## config.mk

```make
export PLATFORM = sky130hd
export DESIGN_NAME = game_flow_ctrl
export DESIGN_NICKNAME = d
export VERILOG_FILES = /design/src/rtl/game_flow_ctrl.sv
export SDC_FILE = /design/constraint.sdc
export NUM_CORES = 1
export LEC_CHECK = 0
export ABC_AREA = 1
export CAP_MARGIN = 20
export CELL_PAD_IN_SITES_DETAIL_PLACEMENT = 1
export CELL_PAD_IN_SITES_GLOBAL_PLACEMENT = 1
export CORE_MARGIN = 4
export CORE_UTILIZATION = 40
export CTS_CLUSTER_SIZE = 12
export DETAILED_ROUTE_END_ITERATION = 12
export DONT_BUFFER_PORTS = 1
export PLACE_DENSITY_LB_ADDON = 0.1
export REMOVE_ABC_BUFFERS = 1
export SETUP_SLACK_MARGIN = 0.2
export SYNTH_ARGS = -nofsm -noshare
export SYNTH_HDL_FRONTEND = slang
export SYNTH_SLANG_ARGS = --single-unit
export TNS_END_PERCENT = 30
```

## constraint.sdc

```tcl
create_clock -name clk_pix -period 3.3 [get_ports clk_pix]
set_input_delay 0.66 -clock clk_pix [delete_from_list [all_inputs] [get_ports clk_pix]]
set_output_delay 0.66 -clock clk_pix [all_outputs]
set_load 0.05 [all_outputs]
```

## src/rtl/game_flow_ctrl.sv

```systemverilog
// Game-flow controller for the Snake top level: level-scaled step generator,
// IDLE/RUN/PAUSE/DYING/OVER state machine, lives counter and button handling.
module game_flow_ctrl #(
  parameter int unsigned CLK_HZ           = 25_000_000,
  parameter int unsigned BASE_HZ          = 5,
  parameter int unsigned STEP_HZ          = 1,
  parameter int unsigned MAX_HZ           = 15,
  parameter int unsigned POINTS_PER_LEVEL = 5,
  parameter int unsigned LIVES            = 3,
  parameter int unsigned DEATH_STEPS      = 10,
  parameter int unsigned LEVEL_W          = 4
) (
  input  logic               clk_pix,
  input  logic               reset_n,
  input  logic               start_btn_n,
  input  logic               pause_btn_n,
  input  logic               eat_evt,
  input  logic               self_hit,
  input  logic               wall_hit,
  output logic               tick_run,
  output logic               game_reset,
  output logic               round_restart,
  output logic [2:0]         state,
  output logic [2:0]         lives_left,
  output logic [LEVEL_W-1:0] level,
  output logic               game_over
);

  localparam int unsigned MaxLevel = (MAX_HZ - BASE_HZ) / STEP_HZ;
  localparam int unsigned EatW     = $clog2(POINTS_PER_LEVEL + 1);
  localparam int unsigned DieW     = $clog2(DEATH_STEPS + 1);

  localparam logic [EatW-1:0]    EatTop    = EatW'(POINTS_PER_LEVEL);
  localparam logic [DieW-1:0]    DieTop    = DieW'(DEATH_STEPS);
  localparam logic [LEVEL_W-1:0] LevelTop  = LEVEL_W'(MaxLevel);
  localparam logic [2:0]         LivesInit = 3'(LIVES);

  typedef enum logic [2:0] {
    StIdle  = 3'd0,
    StRun   = 3'd1,
    StPause = 3'd2,
    StDying = 3'd3,
    StOver  = 3'd4
  } state_e;

  state_e             state_q;
  logic [2:0]         lives_q;
  logic [LEVEL_W-1:0] level_q;
  logic [EatW-1:0]    eat_cnt_q;
  logic [DieW-1:0]    death_cnt_q;
  logic [31:0]        acc_q;
  logic               tick_run_q;
  logic               game_reset_q;
  logic               round_restart_q;
  logic               game_over_q;

  // [0],[1] form the synchroniser; [2] is the previous synchronised level
  logic [2:0]         start_sync_q;
  logic [2:0]         pause_sync_q;

  logic               start_p;
  logic               pause_p;
  logic               hit;
  logic               running;
  logic               step;
  logic [31:0]        rate;
  logic [31:0]        acc_sum;
  logic [31:0]        acc_next;

  // Synchronise the asynchronous buttons and keep one extra stage for edge detection
  always_ff @(posedge clk_pix or negedge reset_n) begin
    if (!reset_n) begin
      start_sync_q <= 3'b111;
      pause_sync_q <= 3'b111;
    end else begin
      start_sync_q <= {start_sync_q[1:0], start_btn_n};
      pause_sync_q <= {pause_sync_q[1:0], pause_btn_n};
    end
  end

  // Press pulses, hit decode and the phase-accumulator step decision
  always_comb begin
    start_p  = start_sync_q[2] & ~start_sync_q[1];
    pause_p  = pause_sync_q[2] & ~pause_sync_q[1];
    hit      = self_hit | wall_hit;
    rate     = BASE_HZ + 32'(level_q) * STEP_HZ;
    acc_sum  = acc_q + rate;
    running  = (state_q == StRun) || (state_q == StDying);
    step     = running && (acc_sum >= CLK_HZ);
    acc_next = step ? (acc_sum - CLK_HZ) : acc_sum;
  end

  // Game state machine with registered pulses, lives, level and accumulator
  always_ff @(posedge clk_pix or negedge reset_n) begin
    if (!reset_n) begin
      state_q         <= StIdle;
      lives_q         <= LivesInit;
      level_q         <= '0;
      eat_cnt_q       <= '0;
      death_cnt_q     <= '0;
      acc_q           <= '0;
      tick_run_q      <= 1'b0;
      game_reset_q    <= 1'b0;
      round_restart_q <= 1'b0;
      game_over_q     <= 1'b0;
    end else begin
      // Steps taken while dying freeze the snake instead of moving it
      tick_run_q      <= step && (state_q == StRun);
      game_reset_q    <= 1'b0;
      round_restart_q <= 1'b0;
      if (running) begin
        acc_q <= acc_next;
      end

      unique case (state_q)
        StIdle: begin
          if (start_p) begin
            game_reset_q <= 1'b1;
            acc_q        <= '0;
            lives_q      <= LivesInit;
            level_q      <= '0;
            eat_cnt_q    <= '0;
            state_q      <= StRun;
          end
        end

        StRun: begin
          if (hit) begin
            if (lives_q > 3'd1) begin
              lives_q     <= lives_q - 3'd1;
              death_cnt_q <= '0;
              state_q     <= StDying;
            end else begin
              lives_q     <= '0;
              game_over_q <= 1'b1;
              state_q     <= StOver;
            end
          end else if (pause_p) begin
            state_q <= StPause;
          end else if (eat_evt) begin
            if (eat_cnt_q == EatTop - 1'b1) begin
              eat_cnt_q <= '0;
              if (level_q < LevelTop) begin
                level_q <= level_q + 1'b1;
              end
            end else begin
              eat_cnt_q <= eat_cnt_q + 1'b1;
            end
          end
        end

        StPause: begin
          if (pause_p) begin
            state_q <= StRun;
          end
        end

        StDying: begin
          if (step) begin
            if (death_cnt_q == DieTop - 1'b1) begin
              round_restart_q <= 1'b1;
              acc_q           <= '0;
              state_q         <= StRun;
            end else begin
              death_cnt_q <= death_cnt_q + 1'b1;
            end
          end
        end

        StOver: begin
          if (start_p) begin
            game_reset_q <= 1'b1;
            game_over_q  <= 1'b0;
            acc_q        <= '0;
            lives_q      <= LivesInit;
            level_q      <= '0;
            eat_cnt_q    <= '0;
            state_q      <= StRun;
          end
        end

        default: begin
          state_q <= StIdle;
        end
      endcase
    end
  end

  assign tick_run      = tick_run_q;
  assign game_reset    = game_reset_q;
  assign round_restart = round_restart_q;
  assign state         = state_q;
  assign lives_left    = lives_q;
  assign level         = level_q;
  assign game_over     = game_over_q;

endmodule

```

; ---- Word-level counts from Yosys, hierarchy flattened
; Index checks and enable logic that the tools add are counted.
[op_classes]
n_eq_ne = 21
magnitude_cmp = 3
add_sub_neg = 7
reduce_logical = 14
mux = 45
bitwise_logic = 5
[op_table]
columns = operator, n
row1 = 2-to-1 mux 32 bit, 5
row2 = case mux 32 bit (2 select lines), 1
row3 = 2-to-1 mux 3 bit, 15
row4 = 2-to-1 mux 4 bit, 10
row5 = adder 32 x 5 -> 32 bit, 1
row6 = greater-or-equal comparator 32 x 25 -> 1 bit (second input constant), 1
row7 = subtractor 32 x 25 -> 32 bit (second input constant), 1
row8 = != test 2 bit (second input constant), 9
row9 = case mux 4 bit (2 select lines), 2
row10 = AND reduction 5 bit, 3
row11 = case mux 3 bit (2 select lines), 2
row12 = case mux 3 bit (4 select lines), 1
row13 = != test 2 x 1 -> 1 bit (second input constant), 5
row14 = adder 4 x 1 -> 4 bit (second input constant), 2
row15 = 2-to-1 mux 1 bit, 8
row16 = AND reduction 7 bit, 1
row17 = equality test 3 x 2 -> 1 bit (second input constant), 2
row18 = equality test 3 bit (second input constant), 2
row19 = nonzero test 2 bit, 3
row20 = adder 3 x 4 -> 5 bit (first input constant), 1
row21 = equality test 4 bit (second input constant), 1
row22 = < comparator 4 bit (second input constant), 1
row23 = AND reduction 4 bit, 1
row24 = adder 3 x 1 -> 3 bit (second input constant), 1
row25 = other kinds (13), 16
[word_totals]
out_inout_bits = 14
wordCells = 107
register_bits = 59
input_bits = 7

; ---- Logic depth before layout (Yosys ltp)
[logic_depth]
depth_word = 9
mapped_depth = 28
depth_no_buf = 28

; ---- Worst setup path after synthesis
; No wires, ideal clock.
[synth_path]
path_type = reg2reg
from = register level_q[0] (netlist: level[0])
to = register acc_q[25]
path_slack_ns = -0.273
path_buffers = 1
setup_ns = 0.113
synth_period_minus_slack_ns = 3.573
arrival_time_ns = 3.460
t_required_ns = 3.187
stages_incl_launch_ff = 29
path_cell_list = dfrtp_1 > inv_1 > ha_1 > inv_1 > ha_1 > inv_1 > fa_1 > inv_1 > nand3_1 > nand2_1 > nand3_1 > nand2_1 > ha_1 > nand2_1 > nor2_1 > nand4_1 > nor2_1 > nand2_1 > nor2_1 > nand2_1 > nand3_1 > nand2_2 > nand3_2 > nand3_2 > buf_4 > o21ai_1 > inv_1 > nand2_1 > inv_1
[synth_via]
elab_chain_cells = 9
word_cells_on_any_way = 11
classes_between = add/sub (3) / order compare (1) / mux (6) / reduce/logical (1)
[synth_lines]
columns = item, line
row1 = start: declaration, 48  ; logic [LEVEL_W-1:0] level_q;
row2 = start signal: assignment, 144  ; level_q <= level_q + 1'b1;
row3 = adder 3 x 4 -> 5 bit (*), 86  ; rate = BASE_HZ + 32'(level_q) * STEP_HZ;
row4 = adder 32 x 5 -> 32 bit (*), 87  ; acc_sum = acc_q + rate;
row5 = greater-or-equal comparator 32 x 25 -> 1 bit, 89  ; step = running && (acc_sum >= CLK_HZ);
row6 = logical AND 1 bit, 89
row7 = 2-to-1 mux 32 bit, 90  ; acc_next = step ? (acc_sum - CLK_HZ) : acc_sum;
row8 = 2-to-1 mux 32 bit, 111  ; if (running) begin
row9 = 2-to-1 mux 32 bit, 160  ; if (death_cnt_q == DieTop - 1'b1) begin
row10 = 2-to-1 mux 32 bit, 159  ; if (step) begin
row11 = case mux 32 bit (2 select lines) (*), 115  ; unique case (state_q)
row12 = end signal: assignment, 112  ; acc_q <= acc_next;
row13 = end: declaration, 51  ; logic [31:0] acc_q;
; Mark *: on every way between the ends. The rest lies on a longest branch, timed or not.
; A chain may end at the register's enable or synchronous reset.

; ---- Worst setup path after layout
[layout_path]
from = register level_q[1] (netlist: level[1])
to = register acc_q[30]
; Same word-level chain as after synthesis.

==> key figures <==
Status
  • Status: complete, but fails checks
  • Failing checks: setup timing

Worst setup path
  • Arrival @ worst endpoint: 3710 ps
  • FF-to-FF path depth: 23
  • Critical path class: flip-flop to flip-flop
  • CP Launch Type: flip-flop
  • WP data required: 3580 ps
  • CP endpoint kind: flip-flop
  • Crit path max fanout: 7
  • CP Cell Sequence: ha_4, ha_4, inv_2, fa_2, inv_2, buf_4, buf_4, nand3_1, nand2_2, nand3b_1, nand2_4, nand2_2, nor2_2, nand2_1, nor2_2, nand2_4, nand2_8, buf_8, buf_6, nand4_1, nand3_1, nand2_1, inv_1
  • FF-to-FF setup slack: -140 ps
  • CP max stage delay: 410 ps
  • Slowest CP cell: dfrtp_1

Yosys
  • Asr flop ratio synth: 100%
  • Number of synthesized register bits: 59
  • Cell taking the most area after synthesis: dfrtp_1
  • YS warnings: 0
  • Mapped Cells: 800
  • Count of unique library cells instantiated by Yosys: 39
  • Largest cells by area after synthesis: dfrtp_1 (25%), nand2_1 (18%), inv_1 (8.3%)
  • Post-synth EDFFs: 0
  • Area share of the largest cell type after synthesis: 25.4%
  • Most used DFF post-synth: dfrtp_1
  • Most common cell in the synthesized netlist: nand2_1
  • Syn_area_per_cell: 6.27 um2
  • Synth top cells by count: nand2_1 (244), inv_1 (111), nor2_1 (109), nand3_1 (67), dfrtp_1 (51)
  • Sequential share of the synthesized area: 29.6%
  • Mapped Area: 0.00502 mm2

Finish
  • Register area: 0.00149 mm2
  • Share of layout cells above drive strength 1: 26.0%
  • Synth-to-layout area growth: 32.5%
  • Final nets: 930
  • ANT cells: 0
  • Layout fillers: 1606
  • Final Instance Area: 0.00665 mm2
  • Layout Utilization: 54.6%
  • Footprint of the multi-input gates: 0.00336 mm2

Global routing
  • Vias in the first global route: 6051
  • GRT Total Usage: 27.0%
  • Gr ovfl total: 0
  • Antenna violations before repair: 0
  • Largest net degree at the start of global routing: 61
  • First-pass GRT wire length: 30800 um

Die
  • Die Ht: 120 um
  • Num rows: 40
  • Starting Density: 41.2%
  • # IOs: 21
  • DIE AREA: 0.0144 mm2
  • Core area: 0.0122 mm2
  • Die X: 120 um

Pwr
  • Max VDD drop: 0.573 mV
  • Clock power share: 12.7%
  • Combinational power share: 66.5%
  • Pwr dens: 1160 mW/mm2
  • Internal power: 0.00365 W
  • Flop pwr share: 20.8%
  • Sw Ratio: 52.6%
  • Net Switching: 0.00405 W
  • Leakage: 3.30 nW

Route
  • Via count: 5780
  • DRT iter0 DRCs: 475
  • Drt drc: 0
  • TritonRoute pass-1 iters: 5
  • Routed wire length: 19600 um
  • Routed length per instance: 18.2 um
  • Antenna-violating nets left: 0
  • Via density: 5.36

STA
  • Setup Skew: 7.86 ps
  • RSZ-0062 raised after global routing: yes
  • Period minus WS final: 3440 ps
  • Rel. slew slack: 56.4%
  • Fin crit share: 104%
  • Fin worst setup slack: -135 ps
  • Worst slew pin tran: 655 ps
  • Setup violators final: 37
  • Slew Limit Fails: 0
  • Highest clock rate: 291 MHz
  • Final Hold Viols: 0

Placement
  • Final Wtd Congestion: 0.979
  • DP Area: 0.00586 mm2
  • PortBufs: 0
  • Detailed-placement wirelength estimate: 14400 um

CTS
  • CTS buffer count: 9
  • Max clock buf depth: 2
  • Reg clk slew, reported paths: 60 ps
  • CTS tree: done
  • Root buffer cell: clkbuf_16
  • Htree depth: 3
  • Clock sink count: 59
  • Clk_lat worst skew: 340 ps

Run
  • Max Cap Viol: 0

Worst hold path
  • Hold Path Class: input port to asynchronous set/reset pin
[final cells by class]
cell class              count  area share, %
multi-input cells         613           50.6
flip-flops and latches     59           22.4
repair buffers            106           12.7
inverters                 116           6.55
clock buffers              10           3.60
well taps                 168           3.16
clock inverters             6          0.979
[cells by family (layout without fill, tap and decap cells)]
family	Yosys count	count (layout)	share of synthesized area, %
and+or+nand+nor	486	486	42.5
xor gates and xnor gates	15	15	2.62
buffers and inverters	128	238	10.1
adders and majority gates	18	18	4.64
DFF	59	59	29.6
AOI/OAI and AO/OA	94	94	10.6
[worst max-delay path, delay by kind of cell, from the launching register on]
kind	cells	cell delay, ps
buffers and inverters	7	630
adders and majority gates	3	790
DFF	1	410
and+or+nand+nor	13	1530
[worst paths after layout]
check,start,endpoint
setup / recovery,level[1]$_DFFE_PN0P_,acc_q[30]$_DFF_PN0_
hold / removal,reset_n,acc_q[4]$_DFF_PN0_
hold reg to reg,start_sync_q[0]$_DFF_PN1_,start_sync_q[1]$_DFF_PN1_
setup reg to reg,level[1]$_DFFE_PN0P_,acc_q[30]$_DFF_PN0_
max in group asynchronous,reset_n,state[2]$_DFFE_PN0P_
min in group clk_pix,pause_btn_n,pause_sync_q[0]$_DFF_PN1_
[layout by cell type, fill, tap and decap left out, drive strengths merged, types with 2 or more instances in the layout]
| cell | instances |
|---|---|
| a21boi | 2 |
| a21oi | 31 |
| a22oi | 3 |
| buf | 103 |
| clkbuf | 10 |
| clkinv | 5 |
| dfrtp | 51 |
| dfstp | 8 |
| dlygate4sd3 | 3 |
| ha | 17 |
| inv | 115 |
| nand2 | 262 |
| nand3 | 73 |
| nand3b | 6 |
| nand4 | 14 |
| nor2 | 124 |
| nor3 | 3 |
| o211ai | 8 |
| o21ai | 43 |
| o31ai | 3 |
| or2 | 3 |
| xnor2 | 3 |
| xor2 | 12 |
[flip-flops by register name, indices dropped and copies added (netlist names)]
| signal | count |
|---|---|
| lives_left | 3 |
| start_sync_q | 3 |
| level | 4 |
| pause_sync_q | 3 |
| round_restart | 1 |
| game_reset | 1 |
| state | 3 |
| eat_cnt_q | 3 |
| tick_run | 1 |
| game_over | 1 |
| death_cnt_q | 4 |
| acc_q | 32 |
[power groups by stage]
stage	combinational (W)	sequential (W)	clock (W)
after floorplan	0.00261	0.00152	0
after global placement	0.00418	0.00156	0
after detailed placement	0.00438	0.00158	0
after CTS	0.00476	0.00157	0.000989
after global routing	0.00564	0.00164	0.00102
final	0.00512	0.00160	0.000979
[repair_timing]
item	4_1_cts	5_1_grt
buffers inserted	8	4
pin swaps	35	19
gates resized for setup	60	30
endpoints found under the setup margin	40	40
hold buffers	0	3
hold endpoints to repair	0	4
[stage by stage]
stage          instances  hold WS [ps]  power (W)  TNS [ps]  setup slack [ps]
2_1_floorplan        788           345    0.00413    -23290              -731
3_3_place_gp        1047           347    0.00573     -1480              -195
3_5_place_dp        1047           349    0.00596     -6960              -360
4_1_cts             1071          5.18    0.00733      -373             -63.9
5_1_grt             1078         0.518    0.00830     -9410              -315
6_report            1078          14.2    0.00769     -2620              -135
[layer usage]
| metal | routed length [um] | GRT usage [%] |
|---|---|---|
| met1 | 9080 | 36.8 |
| met2 | 9400 | 43.7 |
| met3 | 759 | 4.10 |
| met4 | 361 | 9.02 |
| met5 | 0 | 0 |
Note: power is estimated with default switching activity, not from simulation.
